### src/rtl/if_prefetch_stage.sv
// Instruction-fetch stage: issues in-order requests to a variable-latency memory,
// buffers returned {addr,data} in a prefetch FIFO and presents the head to ID.
module if_prefetch_stage #(
    parameter int ADDR_W     = 32,
    parameter int DATA_W     = 32,
    parameter int FIFO_DEPTH = 4,
    parameter int PC_STEP    = 4,
    parameter logic [ADDR_W-1:0] RESET_PC = '0
) (
    input  logic              clk,
    input  logic              rst,
    input  logic              freeze,
    input  logic              branch_taken,
    input  logic [ADDR_W-1:0] branchAddr,
    output logic              mem_req,
    output logic [ADDR_W-1:0] mem_addr,
    input  logic              mem_ready,
    input  logic              mem_rvalid,
    input  logic [DATA_W-1:0] mem_rdata,
    output logic              valid,
    output logic [DATA_W-1:0] instruction,
    output logic [ADDR_W-1:0] pc
);

    localparam int CW = $clog2(FIFO_DEPTH + 1);
    localparam int PW = $clog2(FIFO_DEPTH);
    localparam logic [CW:0]       DEPTH_V = (CW+1)'(FIFO_DEPTH);
    localparam logic [ADDR_W-1:0] STEP_V  = ADDR_W'(PC_STEP);

    logic [ADDR_W-1:0] r_fetch_pc;
    logic [ADDR_W-1:0] r_resp_pc;
    logic [CW-1:0]     r_cnt;
    logic [CW-1:0]     r_out;
    logic [CW-1:0]     r_drop;
    logic [PW-1:0]     r_wr_ptr;
    logic [PW-1:0]     r_rd_ptr;
    logic [ADDR_W-1:0] r_addr_q [FIFO_DEPTH];
    logic [DATA_W-1:0] r_data_q [FIFO_DEPTH];

    logic [CW:0] w_occ;
    logic        w_credit_ok;
    logic        w_accept;
    logic        w_resp;
    logic        w_push;
    logic        w_valid;
    logic        w_pop;

    // Every accepted request reserves a FIFO slot, so a push can never overflow.
    assign w_occ       = {1'b0, r_cnt} + {1'b0, r_out};
    assign w_credit_ok = (w_occ < DEPTH_V);
    assign mem_req     = ~branch_taken & w_credit_ok;
    assign mem_addr    = r_fetch_pc;
    assign w_accept    = mem_req & mem_ready;
    assign w_resp      = mem_rvalid & (r_out != '0);
    assign w_push      = w_resp & (r_drop == '0) & ~branch_taken;
    assign w_valid     = (r_cnt != '0);
    assign w_pop       = w_valid & ~freeze & ~branch_taken;

    always_ff @(posedge clk or posedge rst) begin
        if (rst) begin
            r_fetch_pc <= RESET_PC;
            r_resp_pc  <= RESET_PC;
            r_cnt      <= '0;
            r_out      <= '0;
            r_drop     <= '0;
            r_wr_ptr   <= '0;
            r_rd_ptr   <= '0;
        end else if (branch_taken) begin
            // Everything still in flight belongs to the old path and is discarded on return.
            r_fetch_pc <= branchAddr;
            r_resp_pc  <= branchAddr;
            r_cnt      <= '0;
            r_out      <= r_out - CW'(w_resp);
            r_drop     <= r_out - CW'(w_resp);
            r_wr_ptr   <= '0;
            r_rd_ptr   <= '0;
        end else begin
            if (w_accept) begin
                r_fetch_pc <= r_fetch_pc + STEP_V;
            end
            if (w_push) begin
                r_resp_pc <= r_resp_pc + STEP_V;
                r_wr_ptr  <= r_wr_ptr + PW'(1);
            end
            if (w_pop) begin
                r_rd_ptr <= r_rd_ptr + PW'(1);
            end
            if (w_resp && (r_drop != '0)) begin
                r_drop <= r_drop - CW'(1);
            end
            r_cnt <= r_cnt + CW'(w_push) - CW'(w_pop);
            r_out <= r_out + CW'(w_accept) - CW'(w_resp);
        end
    end

    always_ff @(posedge clk) begin
        if (w_push) begin
            r_addr_q[r_wr_ptr] <= r_resp_pc;
            r_data_q[r_wr_ptr] <= mem_rdata;
        end
    end

    always_comb begin
        valid       = w_valid;
        instruction = '0;
        pc          = '0;
        if (w_valid) begin
            instruction = r_data_q[r_rd_ptr];
            pc          = r_addr_q[r_rd_ptr] + STEP_V;
        end
    end

endmodule

### config.mk
export PLATFORM = sky130hd
export DESIGN_NAME = if_prefetch_stage
export DESIGN_NICKNAME = d
export VERILOG_FILES = /design/src/rtl/if_prefetch_stage.sv
export SDC_FILE = /design/constraint.sdc
export NUM_CORES = 1
export LEC_CHECK = 0
export ABC_AREA = 1
export BUFFER_PORTS_ARGS = -buffer_cell sky130_fd_sc_hd__buf_2
export CAP_MARGIN = 20
export CELL_PAD_IN_SITES_DETAIL_PLACEMENT = 1
export CELL_PAD_IN_SITES_GLOBAL_PLACEMENT = 2
export CORE_MARGIN = 2
export CORE_UTILIZATION = 33
export CTS_CLUSTER_DIAMETER = 200
export DETAILED_ROUTE_END_ITERATION = 6
export GPL_TIMING_DRIVEN = 1
export PLACE_DENSITY_LB_ADDON = 0.1
export REMOVE_ABC_BUFFERS = 1
export SYNTH_ARGS = -nofsm -noshare
export SYNTH_HDL_FRONTEND = slang
export SYNTH_SLANG_ARGS = --single-unit
### constraint.sdc
create_clock -name clk -period 4.55 [get_ports clk]
set_clock_uncertainty 0.05 [all_clocks]
set_input_delay 0.455 -clock clk [delete_from_list [all_inputs] [get_ports clk]]
set_output_delay 0.455 -clock clk [all_outputs]
set_load 0.01 [all_outputs]
**Yosys cells after proc, flatten, opt, wreduce, memory -nomap -nowiden**

Memories as Yosys holds them, arrays and structs flattened.
Index checks and enable logic that the tools add are counted.

- Mux-type cells: 16
- Bitwise logic cells: 9
- $add $sub $neg: 12
- Reductions and logical operators: 9
- Order comparisons: 1

Operators by type and width:

| operator | count |
|---|---|
| $mux 32 | 6 |
| $add 32x3->32 const B | 3 |
| $mux 3 | 4 |
| $reduce_bool 3->1 | 3 |
| $sub 3x1->3 | 3 |
| $mux 2 | 4 |
| $reduce_bool 2->1 | 4 |
| $and 1x1->1 | 7 |
| $add 3x1->3 | 2 |
| $add 2x1->2 const B | 2 |
| $add 3x3->4 | 1 |
| $lt 4x3->1 const B | 1 |
| $logic_not 3->1 | 1 |
| $sub 3x1->3 const B | 1 |
| $mux 1 | 2 |
| $not 1->1 | 2 |
| $logic_and 1x1->1 | 1 |

- RAM bits: 256
- Bits in registers: 77
- Memories: 2

Memories:

| name | words | width | rd ports | clocked after memory_dff | write ports | RTL line | text |
|---|---|---|---|---|---|---|---|
| r_addr_q | 4 | 32 | 1 | 0 | 1 | 37 | `logic [ADDR_W-1:0] r_addr_q [FIFO_DEPTH];` |
| r_data_q | 4 | 32 | 1 | 0 | 1 | 38 | `logic [DATA_W-1:0] r_data_q [FIFO_DEPTH];` |

**Depth between registers and ports, before layout**

- Depth after elaboration: 7
- Mapped depth: 15
- Gate-level depth less buffers: 14

**Least setup slack after synthesis**

No wires, ideal clock.

- Path type: register -> register
- Start: register r_out[1]
- End: memory r_addr_q[0][0], enable pin
- Period minus slack after synthesis: 4.576 ns
- Slack: -0.026 ns
- Setup time: 0.486 ns
- Cell stages (with the launch flop): 8
- Data arrival time: 4.040 ns
- Cell sequence: dfrtp_1 inv_1 a21boi_2 nand3_1 nor2_1 inv_1 buf_2 nor2_1

- Word-level cells in the longest chain between the ends: 6

RTL lines:

| what | RTL line | text |
|---|---|---|
| start, declared | 33 | `logic [CW-1:0] r_out;` |
| start signal, assigned | 73 | `r_out <= r_out - CW'(w_resp);` |
| start signal, assigned | 92 | `r_out <= r_out + CW'(w_accept) - CW'(w_resp);` |
| $reduce_bool 3->1 | 54 | `assign w_resp = mem_rvalid & (r_out != '0);` |
| $and 1x1->1 | 54 |  |
| $and 1x1->1 (2 in a row) | 55 | `assign w_push = w_resp & (r_drop == '0) & ~branch_taken;` |
| $mux 1 | 97 | `if (w_push) begin` |
| $mux 1 (not written as such) | 98 | `r_addr_q[r_wr_ptr] <= r_resp_pc;` |
| end, declared | 37 |  |

Every way passes these cells.

**Worst setup path after layout**

- Start: register r_rd_ptr[0]
- End: output port pc[25]

- Word-level cells in the longest chain between the ends: 3

RTL lines:

| what | RTL line | text |
|---|---|---|
| start, declared | 36 | `logic [PW-1:0] r_rd_ptr;` |
| start signal, assigned | 86 | `r_rd_ptr <= r_rd_ptr + PW'(1);` |
| $mem_v2 4x32 | - |  |
| $add 32x3->32 | 109 | `pc = r_addr_q[r_rd_ptr] + STEP_V;` |
| $mux 32 | 107 | `if (w_valid) begin` |
| end, declared | 22 | `output logic [ADDR_W-1:0] pc` |

Every way passes these cells.

==> reports/qor.csv <==
stage;metric;value;unit
global_routing;grt_pass1_wl;78700;um
detailed_routing;ant_nets;0;
finish;instances_no_fill;2648;
finish;fin_util;39.2;%
critical_path;critPathLaunchType;flop;
critical_path;worstSetupPathType;reg2out;
finish;fin_area;19100;um2
critical_path;crit_fanout;61;
global_routing;use_met3;2.69;%
finish;final_nets;2044;
detailed_routing;routed_wl;50100;um
floorplan;core;48700;um2
placement;io_buffers;167;
placement;dp_slack;0.920;ns
clocking;cts_made_buffers;41;
clocking;clk_latency;0.55;ns
critical_path;reg2reg_slack;1.34;ns
sta;period_needed;4.09;ns
sta;slew_headroom;38.4;%
critical_path;crit_arrival;3.58;ns
sta;post-route-period-util;89.9;%
global_routing;gr-usage-met1;25.5;%
sta;hold_viol_final;0;
logic_synthesis;yosys.cell_types.count;40;
run_status;status;finished clean;
logic_synthesis;yosysTopAreaCell;edfxtp_1;
job;cap_violations;0;
finish;diodes;0;
logic_synthesis;ys_seq_elements;333;
sta;rsz0062_at_grt;false;
clocking;cts_sinks;333;
detailed_routing;vias_per_cell;4.85;
logic_synthesis;ys_seq_area_share;59.2;%
floorplan;die_w;226;um
sta;maxSlewViolCount;0;
detailed_routing;wl_per_cell;18.9;um
finish;fillers;5638;
pwr;peakVddDrop;207;uV
sta;max_freq;0.245;GHz
logic_synthesis;synth_ff_type;edfxtp_1;
critical_path;max_stage_delay;0.66;ns
global_routing;grt.overflow.total;0;
sta;tightest_slew;0.923;ns
logic_synthesis;synthArstFlopShare;23.1;%
clocking;cts_htree_levels;2;
floorplan;rows;81;
critical_path;cp_slowest_cell;dfrtp_4;
global_routing;grt.busiest_layer;met2;
worst_hold_path;min_path_type;in2reg;
detailed_routing;drt_iter0_markers;515;
global_routing;grt_antenna_before_repair;0;
logic_synthesis;syn_avg_cell_area;9.07;um2
clocking;clkTransAtPathRegs;0.06;ns
logic_synthesis;synth_cells;1792;
logic_synthesis;yosysWarnings;0;
pwr;total_power;10.1;mW
critical_path;worstPathRequired;4.05;ns
critical_path;path_buf_inv;3;
sta;setup_viol;0;
floorplan;pin_count;168;
critical_path;critical_path.top_delay_family;simple AND/OR/NAND/NOR gates;
placement;placed_cell_area;17800;um2
detailed_routing;via_count;12800;
floorplan;die_y;226;um
floorplan;die-area;51000;um2
detailed_routing;post-route-drc-count;0;
logic_synthesis;synth_area;16200;um2
global_routing;grt_use_total;20.2;%
critical_path;cp_cell_sequence;buf_4 > nand2_1 > nand2_1 > nand2_1 > nand2_1 > nand2_1 > nor2_1 > nand2_1 > nor2_4 > nand2_1 > nand2_1 > inv_1 > nor2_1 > buf_2;
floorplan;initial_core_util;33.3;%
placement;hpwl;34500;um
global_routing;grt_max_degree;70;
finish;drive_gt1_share;13.9;%
clocking;cts_tree;done;
finish;area_growth;17.6;%
detailed_routing;firstDrtPassIters;5;
placement;place_congestion;0.808;
sta;setup_ws;0.461;ns
clocking;clockBufferDepth;3;
critical_path;setup.worst_path.end_class;output pin;
global_routing;grtUsageMet2;36.0;%
clocking;clockRootBuffer;clkbuf_16;
pwr;power.density;529;nW/um2
logic_synthesis;synth_top_area_share;47.3;%
logic_synthesis;synth_area_leaders;edfxtp_1 47%, nand2_1 12%, dfrtp_1 12%, nor2_1 6.7%, nand3_1 3.8%;
logic_synthesis;synth-edff-count;256;
global_routing;grt_pass1_vias;13600;
critical_path;path_common_cell;nand2_1;
pwr;p_leak;7.90;nW
placement;place_inst;2575;
==> cells in the mapped netlist (3+ instances only) <==
cell	instances
nand3_1	124
o21bai_1	5
ha_1	17
a31oi_1	6
buf_4	6
inv_2	3
nor2_2	8
and3_1	3
nand4_1	15
edfxtp_1	256
nor3_1	20
inv_1	106
nand2_2	5
nor2_1	292
buf_1	5
nand3b_1	3
nand2_1	535
clkbuf_1	29
a21oi_1	58
or2_2	4
buf_6	7
o21ai_0	108
o211ai_1	21
xor2_1	26
nor2_4	3
buf_2	23
o221ai_1	3
dfrtp_1	77
xnor2_1	9
==> layer usage <==
layer	up-vias	share of wire [%]	routed length [um]
li1	6303	-	-
met1	6269	45	22600
met2	197	50	24800
met3	63	3.0	1500
met4	0	2.2	1120
met5	-	0	0
==> stage by stage <==
stage | hold slack, ns | setup TNS (ns)
after floorplan | 0.426 | -133.02
after global placement | 0.402 | 0
after detailed placement | 0.408 | 0
after CTS | 0.0326 | 0
after global routing | 0.0512 | 0
final | 0.0691 | 0
==> cells by family (layout without fill, tap and decap cells) <==
logic type / after synthesis / after routing / synth area share, %
and+or+nand+nor: 1016 / 1016 / 25.4
AOI/OAI and AO/OA: 209 / 209 / 7.09
DFF: 333 / 333 / 59.2
adders and majority gates: 19 / 19 / 1.56
xor gates and xnor gates: 35 / 35 / 1.89
buffers and inverters: 180 / 372 / 4.87
==> flip-flops by register name, indices dropped and copies added (netlist names) <==
register / count
mem_addr: 32
r_addr_q: 128
r_cnt: 3
r_data_q: 128
r_drop: 3
r_out: 3
r_rd_ptr: 2
r_resp_pc: 32
r_wr_ptr: 2
==> worst register-to-register path, stage by stage, from the launching register on <==
cell and delay (ns):
dfrtp_1 0.38, inv_1 0.11, a21boi_2 0.26, nand3_1 0.18
nor2_1 0.13, buf_4 0.24, inv_1 0.42, nor2_4 0.73
buf_12 0.35
==> final cells by class <==
| type | count | area (um2) | share of cell area [%] |
|---|---|---|---|
| Timing Repair Buffer | 191 | 1110 | 5.79 |
| Clock buffer | 57 | 1140 | 5.96 |
| Sequential cell | 333 | 9620 | 50.3 |
| Clock inverter | 15 | 123 | 0.642 |
| Inverter | 109 | 412 | 2.15 |
| Multi-Input combinational cell | 1279 | 5880 | 30.8 |
| Tap cell | 664 | 831 | 4.35 |
==> placed cells by master (no fill, tap or decap), types with 3 or more instances in the layout <==
cell type / n
a21oi_1: 58
a31oi_1: 6
and3_1: 3
buf_12: 7
buf_2: 167
buf_4: 16
clkbuf_1: 13
clkbuf_16: 43
clkinv_1: 7
clkinv_2: 6
dfrtp_1: 75
edfxtp_1: 256
ha_1: 17
inv_1: 105
nand2_1: 535
nand2_2: 5
nand3_1: 124
nand3b_1: 3
nand4_1: 15
nor2_1: 287
nor2_2: 8
nor2_4: 8
nor3_1: 20
o211ai_1: 21
o21ai_0: 108
o21bai_1: 5
o221ai_1: 3
or2_2: 4
xnor2_1: 9
xor2_1: 26
==> path summary, 6_finish.rpt <==
| path | startpoint | cells past startpoint | to |
|---|---|---|---|
| max | r_rd_ptr[0]$_DFFE_PP0P_ | 14 | pc[25] |
| min | mem_rdata[12] | 1 | r_data_q[3][12]$_DFFE_PP_ |
| max reg2reg | r_out[1]$_DFF_PP0_ | 8 | r_data_q[0][26]$_DFFE_PP_ |
| min reg2reg | mem_addr[0]$_DFFE_PP0P_ | 2 | mem_addr[0]$_DFFE_PP0P_ |
| max in group asynchronous | rst | 4 | r_resp_pc[27]$_DFFE_PP0N_ |
| min in group asynchronous | rst | 3 | mem_addr[2]$_DFFE_PP0N_ |
==> repair_timing <==
item	4_1_cts	5_1_grt
hold buffers	1	0
gates resized for setup	0	0
hold endpoints to repair	39	0
buffers inserted	0	0
==> report_power, final <==
group / total, mW / internal [mW] / switching, mW
Sequential: 3.92 / 3.57 / 0.351
Clock: 3.11 / 1.85 / 1.26
Combinational: 3.07 / 0.959 / 2.11
Total: 10.1 / 6.38 / 3.72
Note: power is estimated with default switching activity, not from simulation.
